==> src/rtl/regfile_scoreboard.sv <==
// regfile_scoreboard
// Multi-ported register file with a per-register busy scoreboard for RAW
// hazard detection. Decode claims destination registers; writeback writes
// data and releases them. Reads are combinational with zero latency.
//
// Optional macro: REGFILE_BYPASS_EN
//   defined   - same-cycle writes are forwarded to matching read ports and
//               mask read_busy for those ports.
//   undefined - reads return stored values only; read_busy is unmasked.
module regfile_scoreboard #(
  parameter int  REG_WIDTH       = 32,
  parameter int  NUM_REGS        = 32,
  parameter int  ADDR_WIDTH      = $clog2(NUM_REGS),
  parameter int  NUM_READ_PORTS  = 2,
  parameter int  NUM_WRITE_PORTS = 1,
  parameter bit  REG_ZERO_GROUND = 1'b1,
  localparam int CNT_WIDTH       = $clog2(NUM_REGS + 1)
) (
  input  logic                                  clk,
  input  logic                                  rst_n,
  input  logic [NUM_WRITE_PORTS-1:0]            write_enable,
  input  logic [NUM_WRITE_PORTS*ADDR_WIDTH-1:0] write_addr,
  input  logic [NUM_WRITE_PORTS*REG_WIDTH-1:0]  write_data,
  input  logic [NUM_READ_PORTS*ADDR_WIDTH-1:0]  read_addr,
  output logic [NUM_READ_PORTS*REG_WIDTH-1:0]   read_data,
  output logic [NUM_READ_PORTS-1:0]             read_busy,
  input  logic                                  claim_valid,
  input  logic [ADDR_WIDTH-1:0]                 claim_addr,
  output logic [CNT_WIDTH-1:0]                  busy_count
);

  logic [REG_WIDTH-1:0]       regs [NUM_REGS];
  logic [NUM_REGS-1:0]        busy;

  logic [ADDR_WIDTH-1:0]      wr_addr [NUM_WRITE_PORTS];
  logic [REG_WIDTH-1:0]       wr_data [NUM_WRITE_PORTS];
  logic [NUM_WRITE_PORTS-1:0] wr_en;
  logic                       claim_en;

  logic [NUM_REGS-1:0]        wr_vec;
  logic [NUM_REGS-1:0]        set_vec;
  logic [NUM_REGS-1:0]        clr_vec;
  logic [NUM_REGS-1:0]        busy_next;
  logic                       set_new;
  logic [CNT_WIDTH-1:0]       clr_count;

  // An address is actionable when it exists and is not the grounded zero register.
  function automatic logic addr_ok(input logic [ADDR_WIDTH-1:0] a);
    return (int'(a) < NUM_REGS) && !(REG_ZERO_GROUND && (a == '0));
  endfunction

  // Unpack the flattened write ports; out-of-range and grounded writes are dropped here.
  for (genvar p = 0; p < NUM_WRITE_PORTS; p++) begin : g_wr
    assign wr_addr[p] = write_addr[p*ADDR_WIDTH +: ADDR_WIDTH];
    assign wr_data[p] = write_data[p*REG_WIDTH +: REG_WIDTH];
    assign wr_en[p]   = write_enable[p] && addr_ok(wr_addr[p]);
  end

  assign claim_en = claim_valid && addr_ok(claim_addr);

  // Scoreboard next state: claims override same-cycle writes; the count delta is exact.
  always_comb begin
    // NOTE: every variable gets a default before any conditional write, so no latch is inferred.
    wr_vec    = '0;
    set_vec   = '0;
    clr_count = '0;
    for (int p = 0; p < NUM_WRITE_PORTS; p++) begin
      if (wr_en[p]) wr_vec[wr_addr[p]] = 1'b1;
    end
    if (claim_en) set_vec[claim_addr] = 1'b1;
    clr_vec   = busy & wr_vec & ~set_vec;
    busy_next = (busy & ~clr_vec) | set_vec;
    set_new   = |(set_vec & ~busy);
    for (int i = 0; i < NUM_REGS; i++) begin
      clr_count = clr_count + CNT_WIDTH'(clr_vec[i]);
    end
  end

  // Busy vector and its population count, updated together so they never disagree.
  always_ff @(posedge clk or negedge rst_n) begin
    if (!rst_n) begin
      busy       <= '0;
      busy_count <= '0;
    end else begin
      busy       <= busy_next;
      busy_count <= busy_count + CNT_WIDTH'(set_new) - clr_count;
    end
  end

  // Register storage; ports are applied in ascending order so the highest index wins.
  always_ff @(posedge clk or negedge rst_n) begin
    if (!rst_n) begin
      // NOTE: storage sits in the async reset domain because reads must return 0 straight after reset.
      for (int i = 0; i < NUM_REGS; i++) regs[i] <= '0;
    end else begin
      for (int p = 0; p < NUM_WRITE_PORTS; p++) begin
        // NOTE: non-blocking updates to one address resolve to the last one issued, i.e. the highest port.
        if (wr_en[p]) regs[wr_addr[p]] <= wr_data[p];
      end
    end
  end

  // Combinational read ports with optional same-cycle forwarding.
  for (genvar r = 0; r < NUM_READ_PORTS; r++) begin : g_rd
    logic [ADDR_WIDTH-1:0] ra;
    logic [REG_WIDTH-1:0]  rd;
    logic                  rb;

    assign ra = read_addr[r*ADDR_WIDTH +: ADDR_WIDTH];

    // Select stored value and busy flag; grounded or missing registers read as idle zero.
    always_comb begin
      rd = '0;
      rb = 1'b0;
      if (addr_ok(ra)) begin
        rd = regs[ra];
        rb = busy[ra];
`ifdef REGFILE_BYPASS_EN
        for (int p = 0; p < NUM_WRITE_PORTS; p++) begin
          if (wr_en[p] && (wr_addr[p] == ra)) begin
            rd = wr_data[p];
            rb = 1'b0;
          end
        end
`endif
      end
    end

    assign read_data[r*REG_WIDTH +: REG_WIDTH] = rd;
    assign read_busy[r]                        = rb;
  end

endmodule

==> config.mk <==
export PLATFORM = sky130hd
export DESIGN_NAME = regfile_scoreboard
export DESIGN_NICKNAME = d
export VERILOG_FILES = /design/src/rtl/regfile_scoreboard.sv
export SDC_FILE = /design/constraint.sdc
export NUM_CORES = 2
export LEC_CHECK = 0
export CORE_ASPECT_RATIO = 0.6
export CORE_MARGIN = 4
export CORE_UTILIZATION = 52
export CTS_CLUSTER_DIAMETER = 30
export DETAILED_ROUTE_END_ITERATION = 16
export PLACE_DENSITY = 0.75
export SYNTH_ARGS = -nofsm -noshare
export SYNTH_HDL_FRONTEND = slang
export SYNTH_SLANG_ARGS = --single-unit
==> constraint.sdc <==
create_clock -name clk -period 6.1 [get_ports clk]
set_input_delay 0.61 -clock clk [delete_from_list [all_inputs] [get_ports clk]]
set_output_delay 0.61 -clock clk [all_outputs]
set_load 0.02 [all_outputs]
==> reports/results.ini <==
[route]
via_count = 38200
wirelength_um = 179000
viasPerCell = 6.88
routedWlPerCell_um = 32.2
drt-initial-drc-count = 4744
first_pass_iters = 5
drc = 0
postRouteAntennaNets = 0

[logic_synthesis]
ys_ff_latch = 1030
synth_edf_count = 0
yosysSeqAreaShare_pct = 45.3
syn_nets = 4071
yosys_warnings = 0
synthesis.area_um2 = 56900
avgSynthCellArea_um2 = 14.4
ys_types = 61
ys.flop_type = dfrtp_1
synthCells = 3955
async_reset_ff_share_pct = 100

[setup_path]
cpPeakStageDelay_ns = 0.65
cpMostUsedCell = fa_1
worst-path-max-fanout = 3
crit_chain = clkdlybuf4s50_1, or4bb_1, o21ai_2, buf_4, nor2_1, fa_1, ha_1, inv_1, fa_1, inv_1, fa_1, fa_1, inv_1, fa_1, fa_1, fa_1, ha_1, a21o_1, a21oi_1, xnor2_1
critical_path_required_ns = 6.74
cp_top_family = adder cells
cpMaxStageDelayCell = or4bb_1
path_buf_inv = 5
cp.arrival_ns = 6.52
crit_path_end_kind = flop
start_kind = input pin
crit_type = in2reg

[clock_tree]
cts_buffers = 143
tritoncts = done
clk_pin_slew_ns = 0.06
cts_root_buf = clkbuf_16
htreeDepth = 4
clock_path_buffers = 3
clock_sinks = 1030
clk_latency_ns = 0.76

[layout]
final_nets = 4119
nFillCells = 8128
stdcell_count = 5550
layout_common_cells = 1047 x mux2_2, 1030 x dfrtp_1, 464 x mux4_2
fin_area_um2 = 64900
area_delta_synth_final_pct = 14.1
fin_util_pct = 60.2
drive_above_1_share_pct = 48.6
final_common_cell = mux2_2

[place]
place_area_um2 = 60000
portBuffers = 127
dp.cells = 5282
dp_hpwl_um = 101000
gp_congestion = 0.959

[sta]
hold_ws_ns = 0.381
finalHoldViolations = 0
max_freq_mhz = 170
slew_viol_final = 0
setup_viol = 0
fin_setup_tns_ns = 0
fin_crit_ns = 5.88
rsz0062_at_grt = no
worstMarginPinSlew_ns = 1.33
fin_skew_ns = 0.0102
min_period_over_period_pct = 96.5
slew_headroom_pct = 11.0

[die]
fp.coreArea_um2 = 108000
io_pins = 128
placementRows = 93
die_x_um = 435
fp.dieH_um = 264
die_area_um2 = 115000
start_util_pct = 52.7

[flow_run]
maxCapViolations = 0

[power_and_ir_drop]
p_leak_nw = 27.9
peakVddDrop_v = 0.000267
powerDensity_nw_per_um2 = 353

[global_route]
grt_pass1_vias = 39100
antenna_found_initial = 12
overflow = 0
grt_use_total_pct = 31.2
grt_pass1_wl_um = 265000
grt_max_degree = 157

[run_status]
status = finished clean

[worst_hold_path]
hp-class = reg2reg

[cell type report]
type	instances	area [µm²]	share of cell area, %
antenna	4	10.0	0.0154
clock buffer	177	3900	6.01
clock inverter	86	1060	1.63
inverter	53	199	0.306
multi-input combinational	2461	29200	45.0
sequential	1030	25800	39.7
tap	1425	1780	2.75
timing repair buffer	314	3000	4.61
[sequential cells by signal, indices dropped and copies added (netlist names)]
signal / flops
regs: 993
busy_count: 6
busy: 31
[through the flow]
stage	total power [mW]	setup slack, ns
floorplan	12.6	0.164
global placement	14.0	-0.608
detailed placement	14.3	-0.638
CTS	22.9	0.150
global route	23.9	0.00759
finish	22.9	0.215
[worst paths after layout]
path | startpoint | end | slack [ns] | cells past startpoint
setup / recovery | claim_addr[2] | busy_count[5] | 0.22 | 20
hold / removal | regs[1022] | regs[1022] | 0.38 | 0
setup reg to reg | busy[7] | busy_count[5] | 0.93 | 18
hold reg to reg | regs[1022] | regs[1022] | 0.38 | 0
max in group asynchronous | rst_n | regs[813] | 4.12 | 4
min in group asynchronous | rst_n | busy[28] | 0.47 | 2
[layer usage]
layer  up-vias  part of all wire [%]  GRT usage (%)
met5         -                     0              0
met4         0                   4.3           12.9
met3       446                    11           8.83
met2      2191                    43           44.9
met1     20300                    41           44.9
li1      15300                     -              -
[repair_timing]
item                       in CTS  in global routing
setup buffers                   0                  0
resized for setup               0                  3
hold endpoints to repair       68                  0
hold buffers                    1                  0
setup endpoints to repair       0                  3
[cells by family (layout without fill, tap and decap cells)]
| group | count (synthesis) | after routing | synth area share [%] |
|---|---|---|---|
| other | 1 | 5 | 0.00659 |
| buffers and inverters | 464 | 630 | 3.72 |
| multiplexers | 1659 | 1659 | 41.7 |
| XOR/XNOR | 5 | 5 | 0.0770 |
| AND/OR/NAND/NOR | 425 | 425 | 3.32 |
| flip-flops | 1030 | 1030 | 45.3 |
| adder cells (fa/ha/maj) | 60 | 60 | 1.70 |
| AO/OA/AOI/OAI | 311 | 311 | 4.15 |
[synthesized netlist by cell type (38+ instances only)]
cell / instances / share of area (%)
mux2_2: 1047 / 21
dfrtp_1: 1030 / 45
mux4_2: 464 / 18
nand2_1: 262 / 1.7
clkbuf_1: 188 / 1.2
buf_2: 152 / 1.3
mux2i_1: 137 / 2.4
nor2_1: 60 / 0.40
o21ai_0: 54 / 0.48
inv_1: 53 / 0.35
a21oi_1: 51 / 0.45
buf_4: 47 / 0.62
a221oi_1: 39 / 0.60
o2111a_1: 38 / 0.75
[where the power goes]
part | switching [mW] | internal, mW | leakage (nW) | total (mW)
sequential | 1.10 | 8.21 | 13.1 | 9.31
clock | 3.39 | 5.26 | 2.38 | 8.65
combinational | 2.06 | 2.88 | 12.4 | 4.93
Note: power is estimated with default switching activity, not from simulation.
